File: src/rtl/rv_pkg.sv
// Shared constants for the RISC-V fetch path.
package rv_pkg;

    // Default address / PC width.
    localparam int unsigned XLEN_DEFAULT = 32;

    // Instruction width. Compressed instructions are not handled here.
    localparam int unsigned ILEN = 32;

    // Default first fetch address. Sized for the widest supported XLEN.
    localparam logic [63:0] RESET_PC_DEFAULT = 64'h0;

    // Canonical NOP encoding: addi x0, x0, 0.
    localparam logic [ILEN-1:0] NOP = 32'h0000_0013;

endpackage

File: src/rtl/rv_sync_fifo.sv
// Synchronous FIFO with flush and an occupancy count. The head entry is
// read straight from storage, so the head is always a registered value.
module rv_sync_fifo #(
    parameter int unsigned WIDTH = 32,
    parameter int unsigned DEPTH = 4
) (
    input  logic                     clk,
    input  logic                     reset,
    input  logic                     push,
    input  logic [WIDTH-1:0]         push_data,
    input  logic                     pop,
    input  logic                     flush,
    output logic [WIDTH-1:0]         head_data,
    output logic [$clog2(DEPTH):0]   count
);

    localparam int unsigned AW = $clog2(DEPTH);
    localparam int unsigned CW = AW + 1;

    logic [WIDTH-1:0] mem [DEPTH];
    logic [AW-1:0]    wr_ptr;
    logic [AW-1:0]    rd_ptr;
    logic             full;
    logic             do_push;
    logic             do_pop;

    assign full      = (count == CW'(DEPTH));
    // Popping from empty is ignored: there is no push-to-pop bypass.
    assign do_pop    = pop && (count != '0);
    // A full FIFO still accepts a push if the head leaves in the same cycle.
    assign do_push   = push && (!full || do_pop);
    assign head_data = mem[rd_ptr];

    // Pointers and count. Flush empties the FIFO and wins over push/pop.
    // NOTE: sequential state uses non-blocking assignments so every flop
    // samples its inputs from the same pre-edge snapshot.
    always_ff @(posedge clk or negedge reset) begin
        if (!reset) begin
            wr_ptr <= '0;
            rd_ptr <= '0;
            count  <= '0;
        end else if (flush) begin
            wr_ptr <= '0;
            rd_ptr <= '0;
            count  <= '0;
        end else begin
            if (do_push) begin
                wr_ptr <= wr_ptr + AW'(1);
            end
            if (do_pop) begin
                rd_ptr <= rd_ptr + AW'(1);
            end
            count <= count + CW'(do_push) - CW'(do_pop);
        end
    end

    // Entry storage.
    // NOTE: the storage array is reset on purpose so the head entry reads
    // as zero while reset is held; DEPTH is small so this is cheap.
    always_ff @(posedge clk or negedge reset) begin
        if (!reset) begin
            for (int i = 0; i < DEPTH; i++) begin
                mem[i] <= '0;
            end
        end else if (do_push && !flush) begin
            mem[wr_ptr] <= push_data;
        end
    end

endmodule

File: src/rtl/rv_fetch_queue.sv
// Instruction fetch queue: issues sequential fetch requests under a credit
// limit, tags returning instructions with their PC, and holds them for
// decode. A redirect flushes the queue and discards responses to requests
// issued before it.
module rv_fetch_queue
    import rv_pkg::*;
#(
    parameter int unsigned     XLEN     = XLEN_DEFAULT,
    parameter int unsigned     DEPTH    = 4,
    parameter logic [XLEN-1:0] RESET_PC = RESET_PC_DEFAULT[XLEN-1:0]
) (
    input  logic                     clk,
    input  logic                     reset,
    output logic                     imem_req_valid,
    input  logic                     imem_req_ready,
    output logic [XLEN-1:0]          imem_req_addr,
    input  logic                     imem_rsp_valid,
    input  logic [ILEN-1:0]          imem_rsp_data,
    input  logic                     redirect_valid,
    input  logic [XLEN-1:0]          redirect_pc,
    input  logic                     pause,
    output logic                     out_valid,
    input  logic                     out_ready,
    output logic [ILEN-1:0]          out_instr,
    output logic [XLEN-1:0]          out_pc,
    output logic [$clog2(DEPTH):0]   occupancy
);

    localparam int unsigned CW = $clog2(DEPTH) + 1;
    localparam int unsigned EW = ILEN + XLEN;

    // Next address to request.
    logic [XLEN-1:0] fetch_pc;
    // PC belonging to the next response that will be kept.
    logic [XLEN-1:0] rsp_pc;
    // Accepted requests whose responses will be kept.
    logic [CW-1:0]   outstanding;
    // Accepted requests whose responses must be thrown away (pre-redirect).
    logic [CW-1:0]   drop_cnt;

    logic [CW+1:0]   credit_sum;
    logic            req_fire;
    logic            rsp_keep;
    logic            rsp_drop;
    logic            pop;
    logic [EW-1:0]   head_data;

    // Every accepted request reserves a queue slot until its response has
    // either landed or been dropped, so the queue can never overflow.
    assign credit_sum     = {2'b00, occupancy} + {2'b00, outstanding} + {2'b00, drop_cnt};
    assign imem_req_valid = reset && !pause && !redirect_valid
                            && (credit_sum < (CW + 2)'(DEPTH));
    assign imem_req_addr  = fetch_pc;
    assign req_fire       = imem_req_valid && imem_req_ready;

    // Responses come back in order, so pre-redirect responses are always
    // the first drop_cnt arrivals. A response in the redirect cycle itself
    // is discarded as well.
    assign rsp_keep  = imem_rsp_valid && (drop_cnt == '0) && !redirect_valid;
    assign rsp_drop  = imem_rsp_valid && (drop_cnt != '0);

    assign out_valid = (occupancy != '0);
    assign pop       = out_valid && out_ready;
    assign out_instr = head_data[ILEN-1:0];
    assign out_pc    = head_data[ILEN +: XLEN];

    // Fetch address: redirect target, else advance by one instruction on accept.
    always_ff @(posedge clk or negedge reset) begin
        if (!reset) begin
            fetch_pc <= RESET_PC;
        end else if (redirect_valid) begin
            fetch_pc <= redirect_pc;
        end else if (req_fire) begin
            fetch_pc <= fetch_pc + XLEN'(4);
        end
    end

    // Response PC: restarts at the redirect target, advances per kept response.
    always_ff @(posedge clk or negedge reset) begin
        if (!reset) begin
            rsp_pc <= RESET_PC;
        end else if (redirect_valid) begin
            rsp_pc <= redirect_pc;
        end else if (rsp_keep) begin
            rsp_pc <= rsp_pc + XLEN'(4);
        end
    end

    // In-flight bookkeeping. On redirect every live request becomes stale;
    // a response arriving that cycle retires one of them immediately.
    always_ff @(posedge clk or negedge reset) begin
        if (!reset) begin
            outstanding <= '0;
            drop_cnt    <= '0;
        end else if (redirect_valid) begin
            outstanding <= '0;
            drop_cnt    <= drop_cnt + outstanding - CW'(imem_rsp_valid);
        end else begin
            outstanding <= outstanding + CW'(req_fire) - CW'(rsp_keep);
            drop_cnt    <= drop_cnt - CW'(rsp_drop);
        end
    end

    rv_sync_fifo #(
        .WIDTH (EW),
        .DEPTH (DEPTH)
    ) u_fifo (
        .clk       (clk),
        .reset     (reset),
        .push      (rsp_keep),
        .push_data ({rsp_pc, imem_rsp_data}),
        .pop       (pop),
        .flush     (redirect_valid),
        .head_data (head_data),
        .count     (occupancy)
    );

endmodule

File: config.mk
export PLATFORM = sky130hd
export DESIGN_NAME = rv_fetch_queue
export DESIGN_NICKNAME = d
export VERILOG_FILES = /design/src/rtl/rv_pkg.sv /design/src/rtl/rv_sync_fifo.sv /design/src/rtl/rv_fetch_queue.sv
export SDC_FILE = /design/constraint.sdc
export NUM_CORES = 1
export LEC_CHECK = 0
export CAP_MARGIN = 20
export CORE_ASPECT_RATIO = 0.6
export CORE_MARGIN = 1
export CORE_UTILIZATION = 55
export CTS_BUF_LIST = sky130_fd_sc_hd__clkbuf_4
export DETAILED_ROUTE_END_ITERATION = 16
export DONT_BUFFER_PORTS = 1
export HOLD_SLACK_MARGIN = 0.15
export PLACE_DENSITY = 0.68
export SETUP_SLACK_MARGIN = 0.1
export SYNTH_ARGS = -nofsm -noshare
export SYNTH_HDL_FRONTEND = slang
export SYNTH_SLANG_ARGS = --single-unit
File: constraint.sdc
create_clock -name clk -period 9.5 [get_ports clk]
set_input_delay 1.9 -clock clk [delete_from_list [all_inputs] [get_ports clk]]
set_output_delay 1.9 -clock clk [all_outputs]
set_load 0.02 [all_outputs]
After elaboration in Yosys (flattened, before gate mapping)
Index checks and enable logic that the tools add are counted.
{"block": "totals", "reg_bits": 333, "inputBits": 71, "wordCells": 71}
{"block": "op_classes", "add_sub_neg": 13, "n_lt_le_gt_ge": 4, "eq_ne": 1, "muxes": 17, "bitwise": 2, "reduce_logical": 23}
{"operator": "bitwise mux 256 bit", "n": 1}
{"operator": "two-way mux 64 bit", "n": 3}
{"operator": "binary-select mux 64 bit (select 2 bit)", "n": 1}
{"operator": "demux 64 bit (select 2 bit)", "n": 1}
{"operator": "two-way mux 32 bit", "n": 4}
{"operator": "adder 32 x 3 -> 32 bit (second input constant)", "n": 2}
{"operator": "logical AND 1 bit", "n": 12}
{"operator": "subtractor 3 x 1 -> 3 bit", "n": 4}
{"operator": "two-way mux 3 bit", "n": 3}
{"operator": "two-way mux 2 bit", "n": 4}
{"operator": "nonzero test 2 bit", "n": 4}
{"operator": "adder 3 x 1 -> 3 bit", "n": 2}
{"operator": ">= comparator 3 bit (second input constant)", "n": 2}
{"operator": "NOT 2 -> 3 bit", "n": 2}
{"operator": "nonzero test 3 bit", "n": 2}
{"operator": "adder 4 x 3 -> 5 bit", "n": 1}
{"operator": "< comparator 5 x 3 -> 1 bit (second input constant)", "n": 1}
{"operator": "adder 2 x 1 -> 2 bit (second input constant)", "n": 2}
{"operator": "adder 3 x 3 -> 4 bit", "n": 1}
{"operator": "adder 3 bit", "n": 1}
{"operator": "equality test 3 bit (second input constant)", "n": 1}
{"operator": "zero test 1 bit", "n": 3}
{"operator": "zero test 3 bit", "n": 1}
{"operator": "< comparator 3 x 1 -> 1 bit (second input constant)", "n": 1}
{"operator": "logical OR 1 bit", "n": 1}

Depth between registers and ports, before layout
Gate-level depths: netlist of run 1.
{"block": "depth", "depth_word": 8, "ltp_mapped": 15, "mapped_depth_nobuf": 15}

By module
Synthesis of run 1 repeated with hierarchy kept, for this count alone.
{"block": "unflattened", "hier_cells": 1095, "area_unflattened_um2": 15621.2}
{"module": "rv_sync_fifo", "n_inst": 1, "cells_per_inst": 661, "area_each_um2": 11403.4}
{"module": "rv_fetch_queue", "n_inst": 1, "cells_per_inst": 434, "area_each_um2": 4217.8}

Least setup slack after synthesis of run 1
OpenSTA, ideal clock, no wires.
{"block": "synth_path", "kind": "input-to-output", "startpoint": "input redirect_valid", "endpoint": "output imem_req_valid", "arrival_ns": 2.853, "required_ns": 7.600, "setup_slack_ns": 4.747, "path_stages": 4, "n_path_buf": 1, "cell_sequence": "nor4b_4 o21ai_2 clkbuf_1 nor2_1"}
{"block": "synth_between", "elab_chain_cells": 3}
{"element": "start, declared", "line_no": "rv_fetch_queue.sv:19", "text": "input logic redirect_valid,"}
{"element": "zero test 1 bit", "line_no": "rv_fetch_queue.sv:51", "text": "assign imem_req_valid = reset && !pause && !redirect_valid"}
{"element": "logical AND 1 bit", "line_no": "rv_fetch_queue.sv:51"}
{"element": "logical AND 1 bit", "line_no": "rv_fetch_queue.sv:52", "text": "&& (credit_sum < (CW + 2)'(DEPTH));"}
{"element": "end, declared", "line_no": "rv_fetch_queue.sv:14", "text": "output logic imem_req_valid,"}
No other way between the ends.

Final worst setup path of run 1
{"block": "layout_path", "startpoint": "register u_fifo.count[1]", "endpoint": "output imem_req_valid"}
{"block": "layout_between", "elab_chain_cells": 4}
{"element": "start, declared", "line_no": "rv_sync_fifo.sv:14", "text": "output logic [$clog2(DEPTH):0] count"}
{"element": "start signal, assigned", "line_no": "rv_sync_fifo.sv:53", "text": "count <= count + CW'(do_push) - CW'(do_pop);"}
{"element": "adder 3 x 3 -> 4 bit", "line_no": "rv_fetch_queue.sv:50", "text": "assign credit_sum = {2'b00, occupancy} + {2'b00, outstanding} + {2'b00, drop_cnt};"}
{"element": "adder 4 x 3 -> 5 bit", "line_no": "rv_fetch_queue.sv:50"}
{"element": "< comparator 5 x 3 -> 1 bit", "line_no": "rv_fetch_queue.sv:52"}
{"element": "logical AND 1 bit", "line_no": "rv_fetch_queue.sv:52"}
No other way between the ends.

==> results of run 1 <==
cells by family after synthesis:
logic type,count (synthesis),share of synthesized area
adders and majority gates,24,0.02176
and+or+nand+nor,194,0.06813
DFF,333,0.5252
AOI/OAI and AO/OA,59,0.02618
muxes,349,0.2924
xor gates and xnor gates,52,0.02870
buffers and inverters,105,0.03769
flip-flops by register name, indices dropped and copies added (netlist names):
signal and count:
rsp_pc 32, imem_req_addr 32, u_fifo.count 3, outstanding 3
u_fifo.mem 256, u_fifo.rd_ptr 2, u_fifo.wr_ptr 2, drop_cnt 3
area by class of cell:
| type | instances | area [um^2] |
|---|---|---|
| multi-input cells | 678 | 6954 |
| well taps | 367 | 459.2 |
| fillers | 2191 | 10990 |
| clock inverters | 20 | 110.1 |
| repair buffers | 10 | 75.07 |
| diodes | 2 | 5.005 |
| inverters | 39 | 146.4 |
| flip-flops and latches | 333 | 8341 |
| clock buffers | 113 | 848.3 |
synthesized netlist by cell type, drive strengths merged, types with 4 or more instances:
cell / n
dfrtp: 333
mux2: 276
mux4: 64
nand2: 40
buf: 39
inv: 39
xor2: 28
clkbuf: 27
nand3: 27
nand4: 24
xnor2: 24
nor2: 23
ha: 18
nor3: 17
nor4: 17
o21ai: 15
a21boi: 11
mux2i: 9
and2: 8
and3: 7
nand2b: 7
fa: 6
o31a: 6
a21oi: 5
nor2b: 5
or3: 5
or4: 5
and4: 4
o211ai: 4
o31ai: 4
per-layer routing:
metal / wire length (um) / part of all wire / vias to the layer above / global-route usage
met2: 15250 / 0.44 / 239 / 0.3486
met4: 574 / 0.017 / 0 / 0.08003
met3: 2148 / 0.062 / 53 / 0.07058
met5: 0 / 0 / - / 0
met1: 16650 / 0.48 / 4967 / 0.3640
li1: - / - / 4198 / -
final timing paths:
kind | cells past startpoint | slack, ns | startpoint | endpoint
min in group asynchronous | 0 | 0.85 | reset | rsp_pc[6]
hold reg to reg | 1 | 0.48 | u_fifo.mem[61] | u_fifo.mem[61]
max in group asynchronous | 0 | 7.89 | reset | u_fifo.rd_ptr[1]
setup / recovery | 7 | 4.02 | u_fifo.count[1] | imem_req_valid
hold / removal | 1 | 0.48 | u_fifo.mem[61] | u_fifo.mem[61]
setup reg to reg | 15 | 5.17 | u_fifo.count[1] | outstanding[2]
report_power, final:
part / internal, mW / total (mW) / switching [mW]
Clock: 0.572 / 1.13 / 0.560
Combinational: 0.504 / 1.14 / 0.638
Sequential: 1.67 / 1.90 / 0.225
metrics by stage:
step           hold WS, ns  total power [mW]
3_3_place_gp        0.4621             3.044
6_report            0.4804             4.173
5_1_grt             0.4973             4.417
2_1_floorplan       0.4524             2.834
4_1_cts             0.4833             4.240
3_5_place_dp        0.4691             3.082
==> impl_metrics.tcl, run 1 <==
set metrics [dict create \
    status "finished clean" \
    cts_tree "yes" \
    grt_usage 0.2457 \
    grt_pass1_vias 9780 \
    cts.sinks 333 \
    clockRootBuffer "clkbuf_4" \
    utilization 0.6064 \
    avgSynthCellArea_um2 14.22 \
    antenna_found_initial 2 \
    post-route-period-util 0.5769 \
    drive_gt1_frac 0.1928 \
    syn_area_um2 15870 \
    setup_violations 0 \
    synth_fp_nets 1211 \
    postLayoutCellArea_um2 16940 \
    overflow 0 \
    end_kind "primary output" \
    grt_max_degree 335 \
    synth-async-reset-ratio 1.000 \
    io_pins 172 \
    cts_resized 0 \
    fp.dieH_um 133.6 \
    routed_wirelength_um 34630 \
    synth-seq-cells 333 \
    drtIter0Drc 654 \
    synth.largest_area_cell "dfrtp_1" \
    required_ns 7.60 \
    cap_violations 0 \
    synth_edf_count 0 \
    pre_cts_ws_ns 4.714 \
    ys_seq_area_frac 0.5252 \
    synthCells 1116 \
    gp_congestion 0.8560 \
    fin_nets 1238 \
    worstPathMaxFanout 19 \
    wl_per_cell_um 22.17 \
    power.density_nw_per_um2 246.4 \
    drc 0 \
    critPathLaunchType "flop" \
    core-area_um2 27930 \
    final.setup_skew_ns 0.03458 \
    yosysWarnings 0 \
    holdCritPathClass "flop to flop" \
    drv_slew 0 \
    post-route-min-period_ns 5.480 \
    synth-main-ff-cell "dfrtp_1" \
    viasPerCell 6.054 \
    start_util 0.5681 \
    cts.path.max_buffers 3 \
    dieArea_um2 29560 \
    grt_pass1_wl_um 56100 \
    areaGrowthSynthToFinish_pct 6.749 \
    synth_top_cell_area_share 0.5252 \
    worst_ep_arrival_time_ns 3.58 \
    worst_pin_slew_ns 1.104 \
    dp_hpwl_um 21140 \
    max_slew_margin 0.2638 \
    fmax_ghz 0.1825 \
    cts_hold_buffers 0 \
    hold_viol_final 0 \
    cp_slowest_cell "fa_1" \
    final_common_cell "dfrtp_1" \
    dpl_cell_area_um2 15980 \
    place_inst 1427 \
    path_cells "inv_1, fa_1, nor2_1, fa_1, nor3b_1, o21ai_2, nor2_1" \
    drt_pass1_iterations 4 \
    finalSetupTns_ns 0 \
    clock_latency_ns 0.74 \
    leakagePower_nw 7.937 \
    portBuffers 0 \
    ir_drop_mv 0.1485 \
    numCtsBuffers 81 \
    post_cts_buffers 0 \
    rsz0062_at_grt "false" \
    rows 47 \
    path_class "flop to primary output" \
    vias 9457 \
    synthDistinctLibCells 60 \
    setup_slack_ns 4.020 \
    finalNonFillerCells 1562 \
    die_w_um 221.3 \
    antenna_left 0 \
    path_buf_inv 1 \
    most-common-layout-cells "dfrtp_1, mux2_1, clkbuf_4" \
    synthTopCellsByArea "dfrtp_1, mux2_1, mux4_2, buf_6, xor2_1" \
    cts_max_level 3 \
    max_stage_delay_ns 0.66 \
    clkSlewWorstSetupHoldPaths_ns 0.06 \
    cp_top_family "adder cells" \
]
Power figures use the tool's default switching activity.
==> run 2: changes to the inputs <==
--- a/config.mk
+++ b/config.mk
@@ -13,7 +13,7 @@
 export DETAILED_ROUTE_END_ITERATION = 16
 export DONT_BUFFER_PORTS = 1
 export HOLD_SLACK_MARGIN = 0.15
-export PLACE_DENSITY = 0.68
+export PLACE_DENSITY = 0.71
 export SETUP_SLACK_MARGIN = 0.1
 export SYNTH_ARGS = -nofsm -noshare
 export SYNTH_HDL_FRONTEND = slang
==> constraint.sdc (replaced) <==
create_clock -name clk -period 4.6 [get_ports clk]
set_input_delay 0.92 -clock clk [delete_from_list [all_inputs] [get_ports clk]]
set_output_delay 0.92 -clock clk [all_outputs]
set_load 0.02 [all_outputs]
==> impl_metrics.tcl, run 2 (same netlist as run 1, synthesis figures left out) <==
set metrics [dict create \
    use_met2 0.3535 \
    power.density_nw_per_um2 508.9 \
    portBuffers 0 \
    grt_pass1_vias 9805 \
    core-area_um2 27930 \
    most-common-layout-cells "dfrtp_1, mux2_1, clkbuf_4" \
    hold_viol_final 170 \
    areaGrowthSynthToFinish_pct 7.310 \
    die_w_um 221.3 \
    hold_ws_ns -0.1129 \
    cts_max_level 3 \
    cts.path.max_buffers 3 \
    end_kind "primary output" \
    post-route-min-period_ns 4.232 \
    max_slew_margin 0.2988 \
    cp_common_cell "fa_1" \
    multi_input_area_um2 6964 \
    cap_violations 0 \
    fmax_ghz 0.2363 \
    grt_usage 0.2474 \
    clkSlewWorstSetupHoldPaths_ns 0.08 \
    critPathLaunchType "flop" \
    total_power_mw 8.665 \
    clock_latency_ns 0.74 \
    fp.dieH_um 133.6 \
    final_common_cell "dfrtp_1" \
    drv_slew 0 \
    rows 47 \
    seq_area_um2 8342 \
    finalSetupTns_ns 0 \
    r2r_cells 15 \
    grt_pass1_wl_um 56720 \
    worst_pin_slew_ns 1.043 \
    gp_congestion 0.8652 \
    violations "negative hold slack" \
    drive_gt1_frac 0.2003 \
    fin_nets 1241 \
    antenna_left 0 \
    wl_per_cell_um 22.26 \
    r2r-end "outstanding[2]" \
    leakagePower_nw 7.972 \
    holdCritPathClass "input pin to asynchronous set/reset pin" \
    reg2reg_from "u_fifo.count[1]" \
    status "finished, violations left" \
    post-route-period-util 0.9201 \
    final.setup_skew_ns 0.05466 \
    viasPerCell 6.090 \
    required_ns 3.68 \
    drt_pass1_iterations 5 \
    routed_wirelength_um 34750 \
    dieArea_um2 29560 \
    drc 0 \
    clockRootBuffer "clkbuf_4" \
    cts_tree "yes" \
    busiest_layer "met1" \
    fill_cells 2173 \
    path_class "flop to primary output" \
    drtIter0Drc 561 \
    numCtsBuffers 80 \
    setup_violations 0 \
    ir_drop_mv 0.3011 \
    worst_ep_arrival_time_ns 3.31 \
    use_met3 0.07124 \
    largest_register_ffs 256 \
    vias 9507 \
    path_cells "inv_1, fa_1, nor2_1, fa_1, nor4b_4, o21ai_4, nor2_2" \
    cts.sinks 333 \
    dp_hpwl_um 22080 \
    max_stage_delay_ns 0.62 \
    largest_register "u_fifo.mem" \
    grtUsageMet1 0.3689 \
    grt_max_degree 335 \
    overflow 0 \
    start_util 0.5681 \
    cp_slowest_cell "fa_1" \
    antenna_found_initial 1 \
    r2r_slack_ns 0.67 \
    rsz0062_at_grt "false" \
    worstPathMaxFanout 19 \
    io_pins 172 \
]
## run 2: critical path: cells and delay by family (launching register included)
family | cells | cell delay [ns]
AO/OA/AOI/OAI | 1 | 0.21
adder cells (fa/ha/maj) | 2 | 1.11
AND/OR/NAND/NOR | 3 | 0.66
flip-flops | 1 | 0.46
buffers and inverters | 1 | 0.12
## run 2: worst max path at each step
stage / from / endpoint / slack (ns)
after floorplan: u_fifo.count[1] / outstanding[2] / 0.97
after global placement: u_fifo.count[1] / outstanding[2] / 0.54
after detailed placement: u_fifo.count[1] / outstanding[2] / 0.46
after CTS: u_fifo.count[1] / imem_req_valid / 0.12
after global routing: u_fifo.count[1] / imem_req_valid / 0.17
final: u_fifo.count[1] / imem_req_valid / 0.37
## run 2: stage by stage
stage / utilization / worst slack (ns) / instance area (um^2) / std cells
final: 0.6096 / 0.3677 / 17030 / 1561
after global routing: 0.6096 / 0.1664 / 17030 / 1561
after CTS: 0.6094 / 0.1163 / 17020 / 1560
after detailed placement: 0.5752 / 0.4610 / 16070 / 1431
after global placement: 0.5752 / 0.5375 / 16070 / 1431
after floorplan: - / 0.9688 / 15870 / 1116
## run 2: power breakdown
part	switching [mW]	leakage (nW)	internal, mW
combinational	1.26	3.03	1.06
sequential	0.548	4.38	3.45
clock	1.16	0.567	1.18
## run 2: area by class of cell
type	instances	area share
antenna	1	0.0001470
clock buffer	113	0.04982
clock inverter	16	0.005731
inverter	39	0.008597
multi-input combinational	678	0.4090
sequential	333	0.4899
tap	367	0.02697
timing repair buffer	14	0.009846
## run 2: what timing repair did
action                                  in CTS  in global routing
endpoints found under the setup margin       1                  1
resized for setup                            1                  2
hold endpoints to repair                   333                333
setup buffers                                0                  0
## run 2: metal layers
metal  up-vias  part of all wire  wire length [um]
li1       4184                 -                 -
met5         -                 0                 0
met3        43             0.064              2209
met4         0             0.014               500
met2       292              0.44             15440
met1      4988              0.48             16600
